$ cat src/rtl/aes_control_fsm.sv
// Sequencing controller for the byte-serial AES-128 datapath: walks key expansion,
// initial AddRoundKey, the round loop and output drain, and drives the user handshake.
module aes_control_fsm #(
  parameter int NUM_ROUNDS      = 10,
  parameter int BYTES_PER_ROUND = 16
) (
  input  logic       clk,
  input  logic       rst,
  input  logic       start,
  input  logic       encrypt_in,
  input  logic       new_key,
  input  logic [3:0] inner_state_counter,
  output logic       busy,
  output logic       in_ready,
  output logic       out_valid,
  output logic       done,
  output logic       err,
  output logic       rst_synch,
  output logic       en_generator,
  output logic       encrypt,
  output logic       first_round,
  output logic [3:0] round_counter,
  output logic       read_key_in,
  output logic       load_round_key,
  output logic       save_round_key,
  output logic [7:0] addr_round_key_mem,
  output logic [2:0] dbg_state
);

  typedef enum logic [2:0] {
    S_IDLE  = 3'd0,
    S_KEXP  = 3'd1,
    S_SYNC  = 3'd2,
    S_LOAD  = 3'd3,
    S_ROUND = 3'd4,
    S_DRAIN = 3'd5,
    S_FIN   = 3'd6
  } state_t;

  localparam logic [3:0] LAST_BYTE  = 4'(BYTES_PER_ROUND - 1);
  localparam logic [3:0] LAST_ROUND = 4'(NUM_ROUNDS);

  state_t     state_q, state_d;
  logic [3:0] rc_q, rc_d;
  logic       enc_q, enc_d;
  logic       nk_q, nk_d;
  logic       kexp_pend_q, kexp_pend_d;
  logic       key_loaded_q, key_loaded_d;
  logic       err_q, err_d;
  logic       last_byte;
  logic       gen_keys;
  logic [3:0] rsel;

  assign last_byte = (inner_state_counter == LAST_BYTE);
  assign gen_keys  = enc_q & nk_q;
  assign dbg_state = state_q;

  always_ff @(posedge clk) begin
    if (rst) begin
      state_q      <= S_IDLE;
      rc_q         <= 4'd0;
      enc_q        <= 1'b0;
      nk_q         <= 1'b0;
      kexp_pend_q  <= 1'b0;
      key_loaded_q <= 1'b0;
      err_q        <= 1'b0;
    end else begin
      state_q      <= state_d;
      rc_q         <= rc_d;
      enc_q        <= enc_d;
      nk_q         <= nk_d;
      kexp_pend_q  <= kexp_pend_d;
      key_loaded_q <= key_loaded_d;
      err_q        <= err_d;
    end
  end

  always_comb begin
    state_d      = state_q;
    rc_d         = rc_q;
    enc_d        = enc_q;
    nk_d         = nk_q;
    kexp_pend_d  = kexp_pend_q;
    key_loaded_d = key_loaded_q;
    err_d        = 1'b0;
    unique case (state_q)
      S_IDLE: begin
        if (start) begin
          if (!new_key && !key_loaded_q) begin
            err_d = 1'b1;
          end else begin
            enc_d       = encrypt_in;
            nk_d        = new_key;
            kexp_pend_d = !encrypt_in && new_key;
            rc_d        = 4'd0;
            state_d     = S_SYNC;
          end
        end
      end
      S_SYNC: begin
        rc_d        = 4'd0;
        kexp_pend_d = 1'b0;
        state_d     = kexp_pend_q ? S_KEXP : S_LOAD;
      end
      S_KEXP: begin
        if (last_byte) begin
          if (rc_q == LAST_ROUND) begin
            rc_d         = 4'd0;
            key_loaded_d = 1'b1;
            state_d      = S_SYNC;
          end else begin
            rc_d = rc_q + 4'd1;
          end
        end
      end
      S_LOAD: begin
        if (last_byte) begin
          rc_d    = 4'd1;
          state_d = S_ROUND;
        end
      end
      S_ROUND: begin
        if (last_byte) begin
          if (rc_q == LAST_ROUND) begin
            rc_d    = 4'd0;
            state_d = S_DRAIN;
            if (gen_keys) key_loaded_d = 1'b1;
          end else begin
            rc_d = rc_q + 4'd1;
          end
        end
      end
      S_DRAIN: if (last_byte) state_d = S_FIN;
      S_FIN:   state_d = S_IDLE;
      default: state_d = S_IDLE;
    endcase
  end

  // Handshake: in_ready means the datapath consumes data_in/key_in this cycle and
  // out_valid means data_out holds a result byte this cycle; neither waits on the user.
  always_comb begin
    busy               = 1'b0;
    in_ready           = 1'b0;
    out_valid          = 1'b0;
    done               = 1'b0;
    err                = err_q;
    rst_synch          = 1'b0;
    en_generator       = 1'b0;
    encrypt            = 1'b0;
    first_round        = 1'b0;
    round_counter      = 4'd0;
    read_key_in        = 1'b0;
    load_round_key     = 1'b0;
    save_round_key     = 1'b0;
    addr_round_key_mem = 8'd0;
    rsel               = enc_q ? rc_q : (LAST_ROUND - rc_q);
    unique case (state_q)
      S_IDLE: ;
      S_SYNC: begin
        busy      = 1'b1;
        rst_synch = 1'b1;
        encrypt   = enc_q;
      end
      S_KEXP: begin
        // Key expansion always runs forward, filling memory in round order.
        busy               = 1'b1;
        encrypt            = 1'b1;
        en_generator       = 1'b1;
        save_round_key     = 1'b1;
        round_counter      = rc_q;
        addr_round_key_mem = {rc_q, inner_state_counter};
        if (rc_q == 4'd0) begin
          read_key_in = 1'b1;
          in_ready    = 1'b1;
        end
      end
      S_LOAD, S_ROUND: begin
        busy               = 1'b1;
        encrypt            = enc_q;
        round_counter      = rc_q;
        addr_round_key_mem = {rsel, inner_state_counter};
        if (state_q == S_LOAD) begin
          first_round = 1'b1;
          in_ready    = 1'b1;
        end
        if (gen_keys) begin
          en_generator   = 1'b1;
          save_round_key = 1'b1;
          read_key_in    = (state_q == S_LOAD);
        end else begin
          load_round_key = 1'b1;
        end
      end
      S_DRAIN: begin
        busy      = 1'b1;
        encrypt   = enc_q;
        out_valid = 1'b1;
      end
      S_FIN:   done = 1'b1;
      default: ;
    endcase
  end

endmodule

$ cat config.mk
export PLATFORM = sky130hd
export DESIGN_NAME = aes_control_fsm
export DESIGN_NICKNAME = d
export VERILOG_FILES = /design/src/rtl/aes_control_fsm.sv
export SDC_FILE = /design/constraint.sdc
export NUM_CORES = 1
export LEC_CHECK = 0
export ABC_AREA = 1
export ABC_CLOCK_PERIOD_IN_PS = 2000
export BUFFER_PORTS_ARGS = -buffer_cell sky130_fd_sc_hd__buf_2
export CAP_MARGIN = 20
export CORE_ASPECT_RATIO = 0.6
export CORE_MARGIN = 8
export CORE_UTILIZATION = 30
export CTS_CLUSTER_SIZE = 30
export DETAILED_ROUTE_END_ITERATION = 7
export HOLD_SLACK_MARGIN = 0.1
export PLACE_DENSITY = 0.5
export SYNTH_ARGS = -nofsm -noshare
export SYNTH_HDL_FRONTEND = slang
export SYNTH_SLANG_ARGS = --single-unit
$ cat constraint.sdc
create_clock -name clk -period 2 [get_ports clk]
set_input_delay 0.1 -clock clk [delete_from_list [all_inputs] [get_ports clk]]
set_output_delay 0.1 -clock clk [all_outputs]
set_load 0.01 [all_outputs]
==> impl_results.md <==
- Outcome: completed
- VDD IR-drop max: between 0.0002 and 0.0003 V
- Final estimated routing congestion in global placement: 0.825
- Final Worst Setup Slack: 0.225 ns
- Die area: 0.00554 mm^2
- CP bufs+invs: 2
- Post-route cell area: about 0.0013 mm^2
- Fin Setup TNS: 0 ns
- Syn Nets: ~180
- Clock Sinks: 12
- Port-buffer cells: 35
- Reg-to-reg startpoint: rc_q[0]
- Power Density: roughly 560 mW/mm^2
- Netlist Area Pre-Place: 0.00101 mm^2
- Crit. Startpoint: dbg_state[1]
- Largest net degree at the start of global routing: 11
- Sequential fraction of the synthesis area: 23.8%
- H-tree levels: 1
- Hold slack: 0.155 ns
- Fin Clk Skew: between 0.002 and 0.0025 ns
- Worst EP arrival: 1.68 ns
- Worst slack at placement: between 0.4 and 0.5 ns
- Die width: 90.9 um
- Pleak: 0.719 nW
- Grt ovf: 0
- Initial antenna violation count: 0
- Worst Path Max Fanout: 6
- Synth warn: 0
- Max-slew violation count: 0
- Crit path time final: 1.78 ns
- Max incr delay on CP: 0.50 ns
- # setup viols final: 0
- DRC errors left: 0
- CTS tree: built
- Critical path capture point type: output port
- Post-Syn Area per Cell: 6.23 um^2
- Tightest Hold Check Type: in -> reg
- Core ar.: 0.00324 mm^2
- Tcrit/Tclk final: about 89%
- Area grow syn2layout: 25.0%
- Root buffer cell: clkbuf_8
- Routed Antenna Nets: 0
- Layout fillers: 368
- Vias per inst: 4.60
- Boundary Pins: 36
- Initial Util: 31.1%
- Final hold vios: 0
- Min-delay src: rst
- Overall Global Routing Usage: 11.6%
- Critical path required time: between 1.5 and 2 ns
- CP Cell Sequence: inv_2 > nand3_1 > nand2_1 > nor3_1 > o21ai_0 > buf_2
- Vias in the first global route: 1084
- Wire per inst: ~13 um
- Diodes inserted: 0
- CP startpoint kind: register
- Kind of critical path: reg -> out
- Die Y: 60.9 um
- Mapped Cells: around 160
- Clk buf depth: 2
- Clock transition at path regs: ~0.05 ns
- Share of layout cells above drive strength 1: 29.4%
- Cell Area, Placed: 0.00122 mm^2
- TritonRoute pass-1 iters: 4
- #FFs+latches synth: 12
- Max Cap Viol: 0
- CP max stage cell: dfxtp_1
- Core Rows: 16
- Crit path max-delay family: simple AND/OR/NAND/NOR gates
- First-iteration detailed-routing DRC count: 108
- Actual slew at the worst max-slew pin: 0.323 ns
- Clock Latency Late Sink: 0.23 ns
- Total number of vias: 1113
- Unique cell type count in the Yosys netlist: 24
- # nets final: 212
- CTS Buf Count: 3
- Global-route wire length before repair: 5.22 mm
- CTS Hold Bufs: 0
- WL final: 3.04 mm
- RSZ-0062 raised after global routing: no
- Normalized max-slew margin: around 80%
- Fmax: 0.563 GHz
- Dpl hpwl: 2.59 mm
logic make-up (layout without fill, tap and decap cells):
| group | Yosys count | in the layout | share of synthesized area, % |
|---|---|---|---|
| XOR/XNOR | 3 | 3 | 2.60 |
| flip-flops | 12 | 12 | 23.8 |
| buffers and inverters | 34 | 69 | 13.8 |
| AO/OA/AOI/OAI | 25 | 25 | 14.4 |
| adder cells (fa/ha/maj) | 4 | 4 | 4.96 |
| AND/OR/NAND/NOR | 84 | 84 | 40.5 |
metal layers:
layer | vias up | part of all wire, % | GRT usage (%)
met4 | 0 | 0.33 | 4.39
met2 | 37 | 35 | 15.1
met1 | 493 | 56 | 16.7
met3 | 2 | 8.3 | 3.83
met5 | - | 0 | 0
li1 | 581 | - | -
cell usage in the layout (no fill, tap or decap), drive strengths merged:
cell type / n
nor3: 3
clkbuf: 3
xor2: 3
nand2: 35
inv: 31
nand3: 16
o21ai: 13
o211ai: 2
buf: 35
ha: 4
a21oi: 10
nand4: 2
nor2: 28
dfxtp: 12
per-stage QoR:
stage,instances,util [%],power [mW]
finish,242,38.9,0.709
floorplan,162,-,0.436
global route,242,38.9,0.770
detailed placement,239,37.6,0.500
global placement,239,37.6,0.499
CTS,242,38.9,0.720
final timing paths:
check,end,slack [ns],depth (start not counted)
hold / removal,rc_q[2],0.16,2
hold reg to reg,key_loaded_q,0.45,2
setup reg to reg,dbg_state[0],0.47,7
setup / recovery,encrypt,0.22,6
cell type report:
class	instances	area, um^2	share of cell area (%)
Multi-Input combinational cell	116	631	50.0
Sequential cell	12	243	19.2
Timing Repair Buffer	35	175	13.9
Inverter	31	116	9.22
Tap cell	45	56.3	4.46
Clock buffer	3	41.3	3.27
worst register-to-register path: cells and delay by family, from the launching register on:
| kind | cells | cell delay [ns] |
|---|---|---|
| buffers and inverters | 1 | 0.18 |
| DFF | 1 | 0.35 |
| and+or+nand+nor | 3 | 0.32 |
| adders and majority gates | 1 | 0.20 |
| AOI/OAI and AO/OA | 2 | 0.37 |
cell usage after synthesis:
library cell	number	share of area [%]
nand4_1	2	1.2
nand2_4	2	2.2
nand3_1	15	7.4
nor3_1	3	1.5
inv_2	4	1.5
nor2_1	22	8.2
inv_1	27	10
dfxtp_1	12	24
a21oi_4	1	1.6
buf_6	1	1.1
ha_1	4	5.0
xor2_1	3	2.6
a21oi_2	1	0.87
o211ai_1	2	1.5
clkbuf_1	1	0.37
nand2_2	3	1.9
nand3_4	1	1.7
buf_4	1	0.74
a21oi_1	8	4.0
nor2_2	3	1.9
o21ai_1	4	2.0
o21ai_0	9	4.5
nor2_4	3	3.3
nand2_1	30	11
power breakdown:
group,total (mW),switching [mW],internal [mW],leakage [nW]
clock,0.211,0.0793,0.132,0.0216
sequential,0.284,0.0269,0.257,0.0989
combinational,0.214,0.139,0.0750,0.599
total,0.709,0.245,0.464,0.719
sequential cells by signal (all words and copies together) (netlist names):
register	count
dbg_state	3
rc_q	4
kexp_pend_q	1
err	1
key_loaded_q	1
enc_q	1
nk_q	1
timing repair:
action / 4_1_cts / 5_1_grt
buffers inserted: 0 / 0
endpoints found under the setup margin: 0 / 1
gates resized for setup: 0 / 2
Note: power is estimated with default switching activity, not from simulation.
